File: config.mk
export PLATFORM = sky130hd
export DESIGN_NAME = mux_rr_arbiter_flat
export DESIGN_NICKNAME = d
export VERILOG_FILES = /design/src/rtl/mux_arb_pkg.sv /design/src/rtl/mux_rr_arbiter_if.sv /design/src/rtl/arb_burst_cnt.sv /design/src/rtl/mux_rr_arbiter.sv /design/src/flat_wrapper.sv
export SDC_FILE = /design/constraint.sdc
export NUM_CORES = 1
export LEC_CHECK = 0
export CAP_MARGIN = 20
export CORE_ASPECT_RATIO = 1.4
export CORE_UTILIZATION = 45
export DETAILED_ROUTE_END_ITERATION = 12
export GPL_TIMING_DRIVEN = 0
export PLACE_DENSITY_LB_ADDON = 0.05
export SYNTH_ARGS = -nofsm -noshare
export SYNTH_HDL_FRONTEND = slang
export SYNTH_HIERARCHICAL = 1
export SYNTH_SLANG_ARGS = --single-unit
File: constraint.sdc
create_clock -name clk -period 5.8 [get_ports clk]
set_input_delay 1.74 -clock clk [delete_from_list [all_inputs] [get_ports clk]]
set_output_delay 1.74 -clock clk [all_outputs]
set_load 0.02 [all_outputs]
File: src/rtl/mux_arb_pkg.sv
// mux_arb_pkg: shared state encodings and widths for mux_rr_arbiter
package mux_arb_pkg;
    typedef enum logic [1:0] {
        ST_IDLE = 2'b00,
        ST_CH0  = 2'b01,
        ST_CH1  = 2'b10
    } state_e;
    localparam int BURST_CW = 3;
    localparam int STATS_W  = 16;
endpackage

File: src/rtl/mux_rr_arbiter_if.sv
// mux_rr_arbiter_if: FIFO-side and downstream signals of mux_rr_arbiter; MUX_ARB_STATS_EN adds grant/stall counters
interface mux_rr_arbiter_if import mux_arb_pkg::*; #(
    parameter int DATA_WIDTH = 8
);
    logic                  fifo_empty_0;
    logic                  fifo_empty_1;
    logic [DATA_WIDTH-1:0] data_in_0;
    logic [DATA_WIDTH-1:0] data_in_1;
    logic                  almost_full_out;
    logic                  pop_0;
    logic                  pop_1;
    logic [DATA_WIDTH-1:0] data_out;
    logic                  valid_out;
    logic                  active_ch;
`ifdef MUX_ARB_STATS_EN
    logic [STATS_W-1:0]    grant_cnt_0;
    logic [STATS_W-1:0]    grant_cnt_1;
    logic [STATS_W-1:0]    stall_cnt;
    modport slave (
        input  fifo_empty_0, fifo_empty_1, data_in_0, data_in_1, almost_full_out,
        output pop_0, pop_1, data_out, valid_out, active_ch, grant_cnt_0, grant_cnt_1, stall_cnt
    );
    modport master (
        output fifo_empty_0, fifo_empty_1, data_in_0, data_in_1, almost_full_out,
        input  pop_0, pop_1, data_out, valid_out, active_ch, grant_cnt_0, grant_cnt_1, stall_cnt
    );
`else
    modport slave (
        input  fifo_empty_0, fifo_empty_1, data_in_0, data_in_1, almost_full_out,
        output pop_0, pop_1, data_out, valid_out, active_ch
    );
    modport master (
        output fifo_empty_0, fifo_empty_1, data_in_0, data_in_1, almost_full_out,
        input  pop_0, pop_1, data_out, valid_out, active_ch
    );
`endif
endinterface

File: src/rtl/arb_burst_cnt.sv
// arb_burst_cnt: saturating burst counter with clear and enable, flags when the burst limit is reached
module arb_burst_cnt import mux_arb_pkg::*; #(
    parameter int LIMIT = 3
) (
    input  logic clk,
    input  logic reset_L,
    input  logic i_clr,
    input  logic i_en,
    output logic o_at_limit
);
    localparam logic [BURST_CW-1:0] L_LIMIT = BURST_CW'(LIMIT);
    logic [BURST_CW-1:0] r_cnt;
    assign o_at_limit = r_cnt == L_LIMIT;
    // count pops, saturating at the limit; clear takes priority over enable
    always_ff @(posedge clk or negedge reset_L) begin
        if (!reset_L)                    r_cnt <= '0;
        else if (i_clr)                  r_cnt <= '0;
        else if (i_en && !o_at_limit)    r_cnt <= r_cnt + 1'b1;
    end
endmodule

File: src/rtl/mux_rr_arbiter.sv
// mux_rr_arbiter: round-robin, burst-limited arbiter popping two FIFOs onto a registered output; MUX_ARB_STATS_EN adds grant/stall counters
module mux_rr_arbiter import mux_arb_pkg::*; #(
    parameter int DATA_WIDTH = 8,
    parameter int BURST_MAX  = 4
) (
    input logic             clk,
    input logic             reset_L,
    mux_rr_arbiter_if.slave bus
);
    state_e                r_state;
    state_e                w_next;
    state_e                w_other;
    logic                  r_last_ch;
    logic                  r_valid;
    logic                  r_active_ch;
    logic [DATA_WIDTH-1:0] r_data;
    logic                  w_in_ch;
    logic                  w_cur;
    logic                  w_own_empty;
    logic                  w_oth_empty;
    logic                  w_pop;
    logic                  w_at_limit;
    logic                  w_clr;

    assign w_in_ch     = r_state != ST_IDLE;
    assign w_cur       = r_state == ST_CH1;
    assign w_own_empty = w_cur ? bus.fifo_empty_1 : bus.fifo_empty_0;
    assign w_oth_empty = w_cur ? bus.fifo_empty_0 : bus.fifo_empty_1;
    assign w_other     = w_cur ? ST_CH0 : ST_CH1;
    assign w_pop       = w_in_ch && !w_own_empty && !bus.almost_full_out;
    assign bus.pop_0   = reset_L && w_pop && !w_cur;
    assign bus.pop_1   = reset_L && w_pop && w_cur;
    assign bus.data_out  = r_data;
    assign bus.valid_out = r_valid;
    assign bus.active_ch = r_active_ch;
    // any state change (or idling) restarts the burst count for the next grant
    assign w_clr = !w_in_ch || (w_next != r_state);

    arb_burst_cnt #(.LIMIT(BURST_MAX - 1)) u_burst (
        .clk        (clk),
        .reset_L    (reset_L),
        .i_clr      (w_clr),
        .i_en       (w_pop),
        .o_at_limit (w_at_limit)
    );

    // state register
    always_ff @(posedge clk or negedge reset_L) begin
        if (!reset_L) r_state <= ST_IDLE;
        else          r_state <= w_next;
    end

    // next state: fair pick from IDLE, then backpressure, burst limit, drain handling in priority order
    always_comb begin
        w_next = r_state;
        if (!w_in_ch) begin
            if (!bus.fifo_empty_0 && !bus.fifo_empty_1) w_next = r_last_ch ? ST_CH0 : ST_CH1;
            else if (!bus.fifo_empty_0)                 w_next = ST_CH0;
            else if (!bus.fifo_empty_1)                 w_next = ST_CH1;
        end
        else if (bus.almost_full_out)                   w_next = r_state;
        else if (w_pop && w_at_limit && !w_oth_empty)   w_next = w_other;
        else if (w_own_empty && !w_oth_empty)           w_next = w_other;
        else if (w_own_empty && w_oth_empty)            w_next = ST_IDLE;
    end

    // register the popped word with its channel; valid drops on any non-pop cycle
    always_ff @(posedge clk or negedge reset_L) begin
        if (!reset_L) begin
            r_data      <= '0;
            r_valid     <= 1'b0;
            r_active_ch <= 1'b0;
            r_last_ch   <= 1'b1;
        end
        else if (w_pop) begin
            r_data      <= w_cur ? bus.data_in_1 : bus.data_in_0;
            r_valid     <= 1'b1;
            r_active_ch <= w_cur;
            r_last_ch   <= w_cur;
        end
        else r_valid <= 1'b0;
    end

`ifdef MUX_ARB_STATS_EN
    logic [STATS_W-1:0] r_grant_0;
    logic [STATS_W-1:0] r_grant_1;
    logic [STATS_W-1:0] r_stall;
    assign bus.grant_cnt_0 = r_grant_0;
    assign bus.grant_cnt_1 = r_grant_1;
    assign bus.stall_cnt   = r_stall;
    // wrapping per-channel pop counts and backpressure cycles while granted
    always_ff @(posedge clk or negedge reset_L) begin
        if (!reset_L) begin
            r_grant_0 <= '0;
            r_grant_1 <= '0;
            r_stall   <= '0;
        end
        else begin
            if (w_pop && !w_cur)                 r_grant_0 <= r_grant_0 + 1'b1;
            if (w_pop && w_cur)                  r_grant_1 <= r_grant_1 + 1'b1;
            if (w_in_ch && bus.almost_full_out)  r_stall   <= r_stall + 1'b1;
        end
    end
`endif
endmodule
File: src/flat_wrapper.sv
// flat-port wrapper written by rule: the top's interface ports become plain ports
module mux_rr_arbiter_flat import mux_arb_pkg::*;
#(
    parameter int DATA_WIDTH = 8,
    parameter int BURST_MAX  = 4
)
  (clk, reset_L, bus_fifo_empty_0, bus_fifo_empty_1, bus_data_in_0, bus_data_in_1, bus_almost_full_out, bus_pop_0, bus_pop_1, bus_data_out, bus_valid_out, bus_active_ch);
  mux_rr_arbiter_if #(.DATA_WIDTH(DATA_WIDTH)) bus_i ();
  input logic clk;
  input logic reset_L;
  input wire logic [$bits(bus_i.fifo_empty_0)-1:0] bus_fifo_empty_0;
  input wire logic [$bits(bus_i.fifo_empty_1)-1:0] bus_fifo_empty_1;
  input wire logic [$bits(bus_i.data_in_0)-1:0] bus_data_in_0;
  input wire logic [$bits(bus_i.data_in_1)-1:0] bus_data_in_1;
  input wire logic [$bits(bus_i.almost_full_out)-1:0] bus_almost_full_out;
  output wire logic [$bits(bus_i.pop_0)-1:0] bus_pop_0;
  output wire logic [$bits(bus_i.pop_1)-1:0] bus_pop_1;
  output wire logic [$bits(bus_i.data_out)-1:0] bus_data_out;
  output wire logic [$bits(bus_i.valid_out)-1:0] bus_valid_out;
  output wire logic [$bits(bus_i.active_ch)-1:0] bus_active_ch;
  assign bus_i.fifo_empty_0 = bus_fifo_empty_0;
  assign bus_i.fifo_empty_1 = bus_fifo_empty_1;
  assign bus_i.data_in_0 = bus_data_in_0;
  assign bus_i.data_in_1 = bus_data_in_1;
  assign bus_i.almost_full_out = bus_almost_full_out;
  assign bus_pop_0 = bus_i.pop_0;
  assign bus_pop_1 = bus_i.pop_1;
  assign bus_data_out = bus_i.data_out;
  assign bus_valid_out = bus_i.valid_out;
  assign bus_active_ch = bus_i.active_ch;
  mux_rr_arbiter #(.DATA_WIDTH(DATA_WIDTH), .BURST_MAX(BURST_MAX)) u_core (.clk(clk), .reset_L(reset_L), .bus(bus_i));
endmodule
* Word-level counts from Yosys, hierarchy flattened
Index checks and enable logic that the tools add are counted.
Operators by class: $add $sub $neg 1, equality and inequality tests 3, mux-type cells 16, reductions and logical operators 22
Operators with widths (count):
- 2-bit two-way mux | 10
- 1-bit logical AND | 11
- 1-bit zero test | 8
- 8-bit two-way mux | 1
- 3-bit two-way mux | 2
- 2-bit nonzero test | 2
- 3-bit by 1-bit adder with 3-bit output, second input constant | 1
- 3-bit by 2-bit == test with 1-bit output, second input constant | 1
- 1-bit two-way mux | 3
- 2-bit == test, second input constant | 1
- 2-bit != test | 1
- 1-bit logical OR | 1
Storage, ports and cells: bits in registers 16

* Longest topological paths before layout
depth after elaboration 13, mapped depth 7

* By module
Netlist, hierarchy kept.
Modules (own cells, without submodules):
- mux_rr_arbiter | instances 1, cells each 66, area an instance 798.3 µm²
- arb_burst_cnt | instances 1, cells each 15, area an instance 177.7 µm²

* Worst setup path before layout
Ideal clock, no wire load.
path type in2out, from input bus_fifo_empty_1, to output bus_pop_1, data arrival time 2.385 ns, data required time 4.060 ns, path slack 1.675 ns, stages on the path 3, buffers on the path 1, cell sequence buf_2 -> nor3b_1 -> and2_1
Between the ends: longest elaborated chain between the ends 6
Ends and longest elaborated chain:
- start: declaration | RTL line flat_wrapper.sv:12 | input wire logic [$bits(bus_i.fifo_empty_1)-1:0] bus_fifo_empty_1;
- 1-bit two-way mux | RTL line mux_rr_arbiter.sv:27 | assign w_own_empty = w_cur ? bus.fifo_empty_1 : bus.fifo_empty_0;
- 1-bit zero test | RTL line mux_rr_arbiter.sv:30 | assign w_pop = w_in_ch && !w_own_empty && !bus.almost_full_out;
- 1-bit logical AND (2 in a row) | RTL line mux_rr_arbiter.sv:30
- 1-bit logical AND (2 in a row) | RTL line mux_rr_arbiter.sv:32 | assign bus.pop_1 = reset_L && w_pop && w_cur;
- end: declaration | RTL line flat_wrapper.sv:17 | output wire logic [$bits(bus_i.pop_1)-1:0] bus_pop_1;
No other way between the ends.

* Worst setup path in the final report
from input reset_L, to output bus_pop_0
Between the ends: longest elaborated chain between the ends 2
Ends and longest elaborated chain:
- start: declaration | RTL line flat_wrapper.sv:10 | input logic reset_L;
- 1-bit logical AND (2 in a row) | RTL line mux_rr_arbiter.sv:31 | assign bus.pop_0 = reset_L && w_pop && !w_cur;
- end: declaration | RTL line flat_wrapper.sv:16 | output wire logic [$bits(bus_i.pop_0)-1:0] bus_pop_0;
No other way between the ends.

==> impl_metrics.ini <==
[synthesis]
synth.top_cell.area_share_pct = 38.46
synth-warning-count = 6
synth_area_leaders = sky130_fd_sc_hd__dfrtp_1, sky130_fd_sc_hd__mux2_4, sky130_fd_sc_hd__mux2_1, sky130_fd_sc_hd__buf_6, sky130_fd_sc_hd__nor2b_1
postSynthAreaPerCell_um2 = 12.05
synth_area_um2 = 975.9
synth-seq-cells = 16
synth_area_leader_cell = sky130_fd_sc_hd__dfrtp_1
seq_area_frac_synth_pct = 41.15
synth_cells = 81
netlist_cell_types = 36
syn-num-nets = 104

[timing]
final_hold_viol_count = 0
max_clk_rate_mhz = 187.3
setup-tns-final_ns = 0
final_min_period_over_clock_period_pct = 92.04
grt_setup_unrepaired = no
final.setup_skew_ns = 0.005890
max-slew-margin-rel_pct = 47.07
final-setup-viol-count = 0
maxSlewViolCount = 0
worst_slew_pin_slew_ns = 0.7915
finalCriticalPeriod_ns = 5.338
holdWs_ns = 0.4828

[clock_tree]
num_cts_buffers = 3
number_of_clock_sinks_seen_by_cts = 16
cts.repair_timing.setup_buffer_count = 0
cts.htree.levels = 1
tritoncts = done
clock-root-buffer = sky130_fd_sc_hd__clkbuf_4
post_cts_resized = 0
clkTransAtPathRegs_ns = 0.09
hold_buffer_count_at_cts = 0
clk_path_buf_depth = 2
clock_insertion_delay_worst_skew_ns = 0.28

[hold_path]
worstHoldStart = u_core/r_last_ch
worstHoldPathType = flip-flop to flip-flop
worstHoldPathCells = 2

[route]
drt_pre_antenna_iters = 3
drt-vias-per-instance = 5.387
dr_total_vias = 738
detail_route.drc_violations = 0
drt_iter0_drc = 8
wl_final_um = 1882
avgRoutedWirePerCell_um = 13.74
postRouteAntennaNets = 0

[cells_and_area]
leading_cell_types_in_the_layout_fill_and_taps_excluded = sky130_fd_sc_hd__clkdlybuf4s50_1, sky130_fd_sc_hd__dfrtp_1, sky130_fd_sc_hd__mux2_1, sky130_fd_sc_hd__mux2_4, sky130_fd_sc_hd__nor2b_1
multi_input_comb_area_um2 = 524.3
fillers = 178
antennaDiodeCount = 0
nNetsFinal = 140
mostFrequentLayoutCell = sky130_fd_sc_hd__clkdlybuf4s50_1
register_area_um2 = 401.6
areaGrowthSynthToFinish_pct = 37.18
share_of_cells_above_drive_strength_1_pct = 18.10

[die]
chipWidth_um = 41.36
core_area_mm2 = 0.001997
die_h_um = 57.10
initial_core_utilization_pct = 48.87
floorplan.io_pins = 33
fp.dieArea_mm2 = 0.002362
placementRows = 19

[status]
run_status = finished, final reports clean

[setup_path]
timing.rr.start = u_core/u_burst/r_cnt[0]
crit_path_start = reset_L
path_cells = clkdlybuf4s50_1 > and3b_1 > clkdlybuf4s50_1
timing.critical_path.slowest_stage_cell = sky130_fd_sc_hd__clkdlybuf4s50_1
path_max_fanout = 18
crit_required_ns = 4.06
timing.critical_path.mode_cell = sky130_fd_sc_hd__clkdlybuf4s50_1
arrival_ns = 3.60
critical_path_class = input pin to output port
end_kind = output port
highest_cell_delay_on_the_worst_timing_path_ns = 0.98
worstSetupStartpointType = input pin
timing.reg2reg.worst_path_depth = 7

[placement]
hpwl_reported_at_the_end_of_detailed_placement_um = 1407
io_buffer_count = 31
finalWeightedCongestion = 0.6254

[grt]
met2_usage_pct = 31.70
first_global_vias = 733
antenna_violations_before_repair = 0
grt_pass1_wl_um = 3084
globalRouteOverflowTotal = 0
grt_use_total_pct = 19.36
largest_net_degree_at_the_start_of_global_routing = 19
use_met1_pct = 22.82
busiest_layer = met2
global_routing_usage_on_met3_pct = 3.502

[power]
worst_ir_drop_vdd_mv = 0.2789
powerDensity_mw_per_mm2 = 448.2
p_leak_nw = 0.5735

[flow_run]
drv_cap = 0
## logic make-up (layout without fill, tap and decap cells)
kind of cell / Yosys count / after routing / synth area share [%]
mux: 17 / 17 / 22.69
buf+inv: 7 / 42 / 5.127
fa+ha+maj: 2 / 2 / 2.564
compound gates: 15 / 15 / 10.13
flops: 16 / 16 / 41.15
simple gates: 24 / 24 / 18.34
## critical path, delay by kind of cell
kind / cells / cell delay (ns)
buffers and inverters: 2 / 1.58
and+or+nand+nor: 1 / 0.27
## through the flow
stage                     area [um2]  instances  power (mW)  util, %  worst slack [ns]
after floorplan                975.9         81      0.4245        -             1.675
after global placement          1313        133      0.5361    65.73            0.4403
after detailed placement        1313        133      0.5437    65.73            0.3947
after CTS                       1339        137      0.6093    67.04            0.3972
after global routing            1339        137      0.6386    67.04            0.2441
final                           1339        137      0.6000    67.04            0.4617
## where the power goes
group          leakage [nW]  switching (mW)  internal, mW
Clock                0.0150          0.0333        0.0266
Sequential            0.195          0.0331         0.163
Combinational         0.363           0.142         0.202
Total                 0.574           0.208         0.392
## routing by layer
| metal | wire [um] | vias up | part of all wire [%] |
|---|---|---|---|
| met4 | 27 | 0 | 1.4 |
| li1 | - | 359 | - |
| met5 | 0 | - | 0 |
| met1 | 789 | 358 | 42 |
| met2 | 974 | 19 | 52 |
| met3 | 91 | 2 | 4.8 |
## cell usage after synthesis (all sizes together)
library cell,number
or2b,1
and2b,2
or2,1
o21bai,2
dfstp,1
o22ai,1
nor2b,6
mux2,17
inv,3
and2,1
o21ba,1
o31ai,1
dfrtp,15
a21oi,3
nor3b,3
ha,2
or3b,1
o21ai,4
buf,4
and3b,1
nor2,2
o21a,1
nand2b,2
nand3b,1
o31a,1
nand4bb,1
or4b,1
o32ai,1
nor3,1
## flip-flops by register name, summed over array words and instances (netlist names)
register and cells:
u_core/r_last_ch 1, u_core/u_burst/r_cnt 3, u_core/bus.data_out 8, u_core/bus.valid_out 1
u_core/bus.active_ch 1, u_core/r_state 2
## cell type report
class                      count  share of cell area (%)
tap                           21                   1.963
timing repair buffer          31                   23.18
multi-input combinational     58                   39.16
inverter                       3                  0.8411
buffer                         4                   2.897
clock buffer                   4                   1.963
sequential                    16                   30.00
## path summary, 6_finish.rpt
kind                                                 to  slack, ns
worst max-delay path                          bus_pop_0       0.46
worst min-delay path                   u_core/r_last_ch       0.48
worst max register to register  u_core/u_burst/r_cnt[0]       3.57
worst min register to register         u_core/r_last_ch       0.48
max in group asynchronous        u_core/bus.data_out[0]       3.39
min in group asynchronous       u_core/u_burst/r_cnt[2]       1.91
(Power assumes the default switching activity.)
==> variant 1: new RTL, same settings <==
Change the package constant `BURST_CW` from 3 to 6.
--- a/src/rtl/mux_arb_pkg.sv
+++ b/src/rtl/mux_arb_pkg.sv
@@ -6,5 +6,5 @@
         ST_CH1  = 2'b10
     } state_e;
-    localparam int BURST_CW = 3;
+    localparam int BURST_CW = 6;
     localparam int STATS_W  = 16;
 endpackage
Formal check against the unedited RTL: same outputs for any inputs over 10 cycles, from zero or initial values and one cycle with reset_L low; that may be too few to reach the edited logic, so the function may still have changed.
==> variant 1 against the original RTL <==
Total power up 8.5%. Sequential cell count up 3. Sequential share of layout area up 0.73 points. Global-route usage down 0.33 points. Cell area up 16%. Synthesized area up 20%. Wire length up 20%. Setup slack worse by 59 ps. Fmax down 1.1%. Synthesized cell count up 28%. Cell count up 26%. Clock power up 11%. Clock skew down 4.5 ps.
==> variant 1: results (changes against the original RTL) <==
outcome=completed; worst reg2reg setup slack=3530 ps (-40 ps); power dissipated in combinational cells=363 uW (+6%); classification of the worst-slack hold path=reg -> reg; cell types with the largest area share after synthesis=sky130_fd_sc_hd__dfrtp_1 (38%), sky130_fd_sc_hd__mux2_4 (10%), sky130_fd_sc_hd__mux2_1 (6.7%); Critical Path Max Stage Delay=1050 ps (+70 ps); IR Drop Worst-Case VDD=0.2981 mV (+6.9%); Resize count post-CTS=0 (unchanged); switching power as a share of total power=35.71% (+0.98 points); cell leakage power=0.0006513 uW (+14%); overall power=650.9 uW (+8.5%); GR Util All Layers=19.03% (-0.33 points); share of total power in sequential cells=34.0% (+1.3 points); placer congestion estimate=0.7527 (+20%); worst max-slew margin expressed relative to the limit=40.93% (-6.1 points); kind of cell adding the most delay to the critical path=buffers and inverters; Post-layout nets=162 (+16%); Mapped Nets=126 (+21%); starting DRC count in detailed routing=16 (+8); 1st-pass router iterations=4 (+1); Post-Syn Instances=104 (+28%); CTS buffer count=3 (unchanged); half-perimeter wire length of the detailed placement result=1.692 mm (+20%); worst hold margin=500.1 ps (+17.27 ps); sequential area share after synthesis=40.66% (-0.49 points); Max Fanout on Critical Path=21 (+3); Post-Layout Cell Count=173 (+26%); largest net degree at the start of global routing=22 (+3); setup slack of the critical path after layout=402.9 ps (-58.80 ps); first-pass GRT wire length=4.077 mm (+32%); post-synth cell types=40 (+11%); number of diodes=0 (unchanged); ranking of synthesized cells by instance count=sky130_fd_sc_hd__dfrtp_1 (18), sky130_fd_sc_hd__mux2_4 (8), sky130_fd_sc_hd__mux2_1 (7); worst-case clock skew=1.425 ps (-4.465 ps); via count of the first global-routing pass=944 (+29%); routed via count=894 (+21%); FF-to-FF path depth=9 (+2); setup slack at placement=332.1 ps (-62.53 ps); arrival time at the worst endpoint=3660 ps (+60 ps); cell area after placement=0.001525 sq mm (+16%); sum of routed wire length over all layers=2.254 mm (+20%); fill count=222 (+25%); fraction of layout instances using a drive strength above 1=16.55% (-1.6 points)
variant 1: worst paths after layout:
path | startpoint | to
max | reset_L | bus_pop_0
min | u_core/r_last_ch$_DFFE_PN1N_ | u_core/r_last_ch$_DFFE_PN1N_
max reg2reg | u_core/u_burst/r_cnt[4]$_DFFE_PN0P_ | u_core/u_burst/r_cnt[0]$_DFFE_PN0P_
min reg2reg | u_core/r_last_ch$_DFFE_PN1N_ | u_core/r_last_ch$_DFFE_PN1N_
max in group asynchronous | reset_L | u_core/bus.data_out[0]$_DFFE_PN0N_
min in group asynchronous | reset_L | u_core/u_burst/r_cnt[5]$_DFFE_PN0P_
variant 1: logic make-up (layout without fill, tap and decap cells):
kind of cell / after synthesis / after routing / synth area share [%]
muxes: 16 / 16 / 17.93
xor gates and xnor gates: 2 / 2 / 1.494
and+or+nand+nor: 38 / 38 / 22.09
DFF: 19 / 19 / 40.66
AOI/OAI and AO/OA: 20 / 20 / 11.21
adders and majority gates: 1 / 1 / 1.067
buffers and inverters: 8 / 43 / 5.549
variant 1: routing by layer:
metal | up-vias | part of all wire, % | GRT usage (%)
li1 | 448 | - | -
met1 | 429 | 42 | 22.58
met2 | 15 | 54 | 33.33
met3 | 2 | 3.0 | 1.734
met4 | 0 | 0.89 | 7.955
met5 | - | 0 | 0
variant 1: layout make-up:
cell class / instances / area, sq um / area share (%)
clock buffers: 4 / 26.28 / 1.694
plain buffers: 6 / 57.56 / 3.710
flip-flops and latches: 19 / 476.7 / 30.73
repair buffers: 31 / 310.3 / 20.00
inverters: 2 / 7.507 / 0.4839
well taps: 34 / 42.54 / 2.742
multi-input cells: 77 / 630.6 / 40.65
==> variant 2: new RTL, same settings <==
Made on the original files. The 3 states of `state_e` get a one-hot encoding in 3 bits.
--- a/src/rtl/mux_arb_pkg.sv
+++ b/src/rtl/mux_arb_pkg.sv
@@ -1,8 +1,8 @@
 // mux_arb_pkg: shared state encodings and widths for mux_rr_arbiter
 package mux_arb_pkg;
-    typedef enum logic [1:0] {
-        ST_IDLE = 2'b00,
-        ST_CH0  = 2'b01,
-        ST_CH1  = 2'b10
+    typedef enum logic [2:0] {
+        ST_IDLE = 3'b001,
+        ST_CH0  = 3'b010,
+        ST_CH1  = 3'b100
     } state_e;
     localparam int BURST_CW = 3;
Formal check against the unedited RTL: same outputs for any inputs over 10 cycles, from zero or initial values and one cycle with reset_L low; not proved beyond that.
==> variant 2 against the original RTL <==
Die area rose by 17%. Sequential cell count rose by 1. Synthesized area rose by 18%. Total power rose by 20%. Cell area rose by 15%. Wire length rose by 34%. Setup slack got worse by 340 ps.
==> variant 2: results (changes against the original RTL) <==
ranking of synthesized cells by instance count=sky130_fd_sc_hd__dfrtp_1 (15), sky130_fd_sc_hd__a21oi_1 (9), sky130_fd_sc_hd__o21ai_0 (9); worst-case clock skew=2.235 ps (-3.656 ps); IR Drop Worst-Case VDD=0.3657 mV (+31%); post-synth cell types=44 (+22%); Post-CTS Hold Buffers=0 (unchanged); sum of routed wire length over all layers=2.523 mm (+34%); GR Util All Layers=21.30% (+1.9 points); worst flop-to-flop path endpoint=u_core/u_burst/r_cnt[2]$_DFFE_PN0P_; CTS buffer count=3 (unchanged); kind of cell adding the most delay to the critical path=buffers and inverters; sequential area share after synthesis=37.25% (-3.9 points); placer congestion estimate=0.8511 (+36%); Max Fanout on Critical Path=13 (-5); 1st-pass router iterations=4 (+1); DRC violation count after routing=0 (unchanged); cell with the biggest individual delay on the critical path=sky130_fd_sc_hd__clkdlybuf4s50_1; worst reg2reg setup slack=3270 ps (-300 ps); worst max-slew margin expressed relative to the limit=46.67% (-0.40 points); worst hold path startpoint=u_core/bus.data_out[7]$_DFFE_PN0N_; half-perimeter wire length of the detailed placement result=1.951 mm (+39%); met2 global-route usage=38.45% (+6.7 points); proportion of synthesized flip-flops having asynchronous set or reset=100.0% (unchanged); routed via count=1002 (+36%); number of enable flip-flop cells after synthesis=0 (unchanged); starting DRC count in detailed routing=19 (+11); hold endpoint=u_core/bus.data_out[7]$_DFFE_PN0N_; classification of the worst-slack hold path=reg -> reg; via count of the first global-routing pass=985 (+34%); initial antenna violation count=0 (unchanged); cell count of the worst hold path=1 (-1); cell leakage power=0.0006591 uW (+15%); number of H-tree levels=1 (unchanged); insertion delay of the later-clocked pin in the worst-skew pair=280 ps (about the same); Critical Path Max Stage Delay=610 ps (-370 ps); met3 Usage GRT=4.624% (+1.1 points); outcome=completed; cell types with the largest area share after synthesis=sky130_fd_sc_hd__dfrtp_1 (33%), sky130_fd_sc_hd__mux2_4 (10%), sky130_fd_sc_hd__mux2_2 (7.8%); first-pass GRT wire length=4.209 mm (+36%); setup slack at placement=59.04 ps (-335.6 ps); Resize count post-CTS=0 (unchanged); clock-pin slew of the registers on the worst-case setup and hold paths=90 ps (about the same); Mapped Nets=137 (+32%); worst reg2reg startpoint=u_core/u_burst/r_cnt[0]$_DFFE_PN0P_; number of diodes=0 (unchanged); switching power as a share of total power=38.55% (+3.8 points); arrival time at the worst endpoint=3940 ps (+340 ps); number of flip-flops in the largest register=8 (unchanged); Post-layout nets=174 (+24%); port bufs=32 (+3.2%); master cell of the clock root buffer=sky130_fd_sc_hd__clkbuf_4; CTS Buffer Depth=2 (unchanged); FF-to-FF path depth=9 (+2); routing usage on met1=23.12% (+0.30 points); largest net degree at the start of global routing=20 (+1); number of buffers inserted to repair setup after CTS=0 (unchanged); fraction of layout instances using a drive strength above 1=20.67% (+2.6 points); yosys warns=6 (unchanged)
-- variant 2: power by group through the flow --
stage	registers, uW	clock network (uW)	logic (uW)
floorplan	249	0	266
global placement	208	0	438
detailed placement	210	0	449
CTS	208	66.4	450
global route	216	69.7	484
finish	208	62.1	447
-- variant 2: cell families after synthesis --
logic type	Yosys count	share of synthesized area, %
adders and majority gates	2	2.178
xor gates and xnor gates	1	0.7627
buffers and inverters	14	5.447
and+or+nand+nor	28	15.58
muxes	18	20.15
AOI/OAI and AO/OA	34	18.63
DFF	17	37.25
-- variant 2: cell type report --
type / count / area [sq um]
buffer: 8 / 42.54
clock buffer: 4 / 26.28
fill: 228 / 874.6
inverter: 6 / 22.52
multi-input combinational: 83 / 660.6
sequential: 17 / 427.9
tap: 34 / 42.54
timing repair buffer: 32 / 320.3
-- variant 2: how the worst max path moves through the flow --
stage          slack [ps]   endpoint  depth (start not counted)        startpoint
4_1_cts                20  bus_pop_1                          7  bus_fifo_empty_0
2_1_floorplan        1360  bus_pop_0                          5  bus_fifo_empty_1
6_report              120  bus_pop_1                          7  bus_fifo_empty_0
3_3_place_gp           40  bus_pop_1                          7  bus_fifo_empty_0
5_1_grt                 7  bus_pop_1                          7  bus_fifo_empty_0
3_5_place_dp           60  bus_pop_0                          7  bus_fifo_empty_0
-- variant 2: per-stage QoR --
step / cells / hold WS (ps) / instance area (sq um)
2_1_floorplan: 114 / 488.9 / 1149
3_3_place_gp: 180 / 488.7 / 1511
3_5_place_dp: 180 / 497.9 / 1511
4_1_cts: 184 / 516.9 / 1538
5_1_grt: 184 / 533.4 / 1543
6_report: 184 / 515.9 / 1543
-- variant 2: per-layer routing --
layer | vias up | share of wire, %
li1 | 488 | -
met1 | 483 | 41
met2 | 27 | 53
met3 | 4 | 4.7
met4 | 0 | 1.4
met5 | - | 0
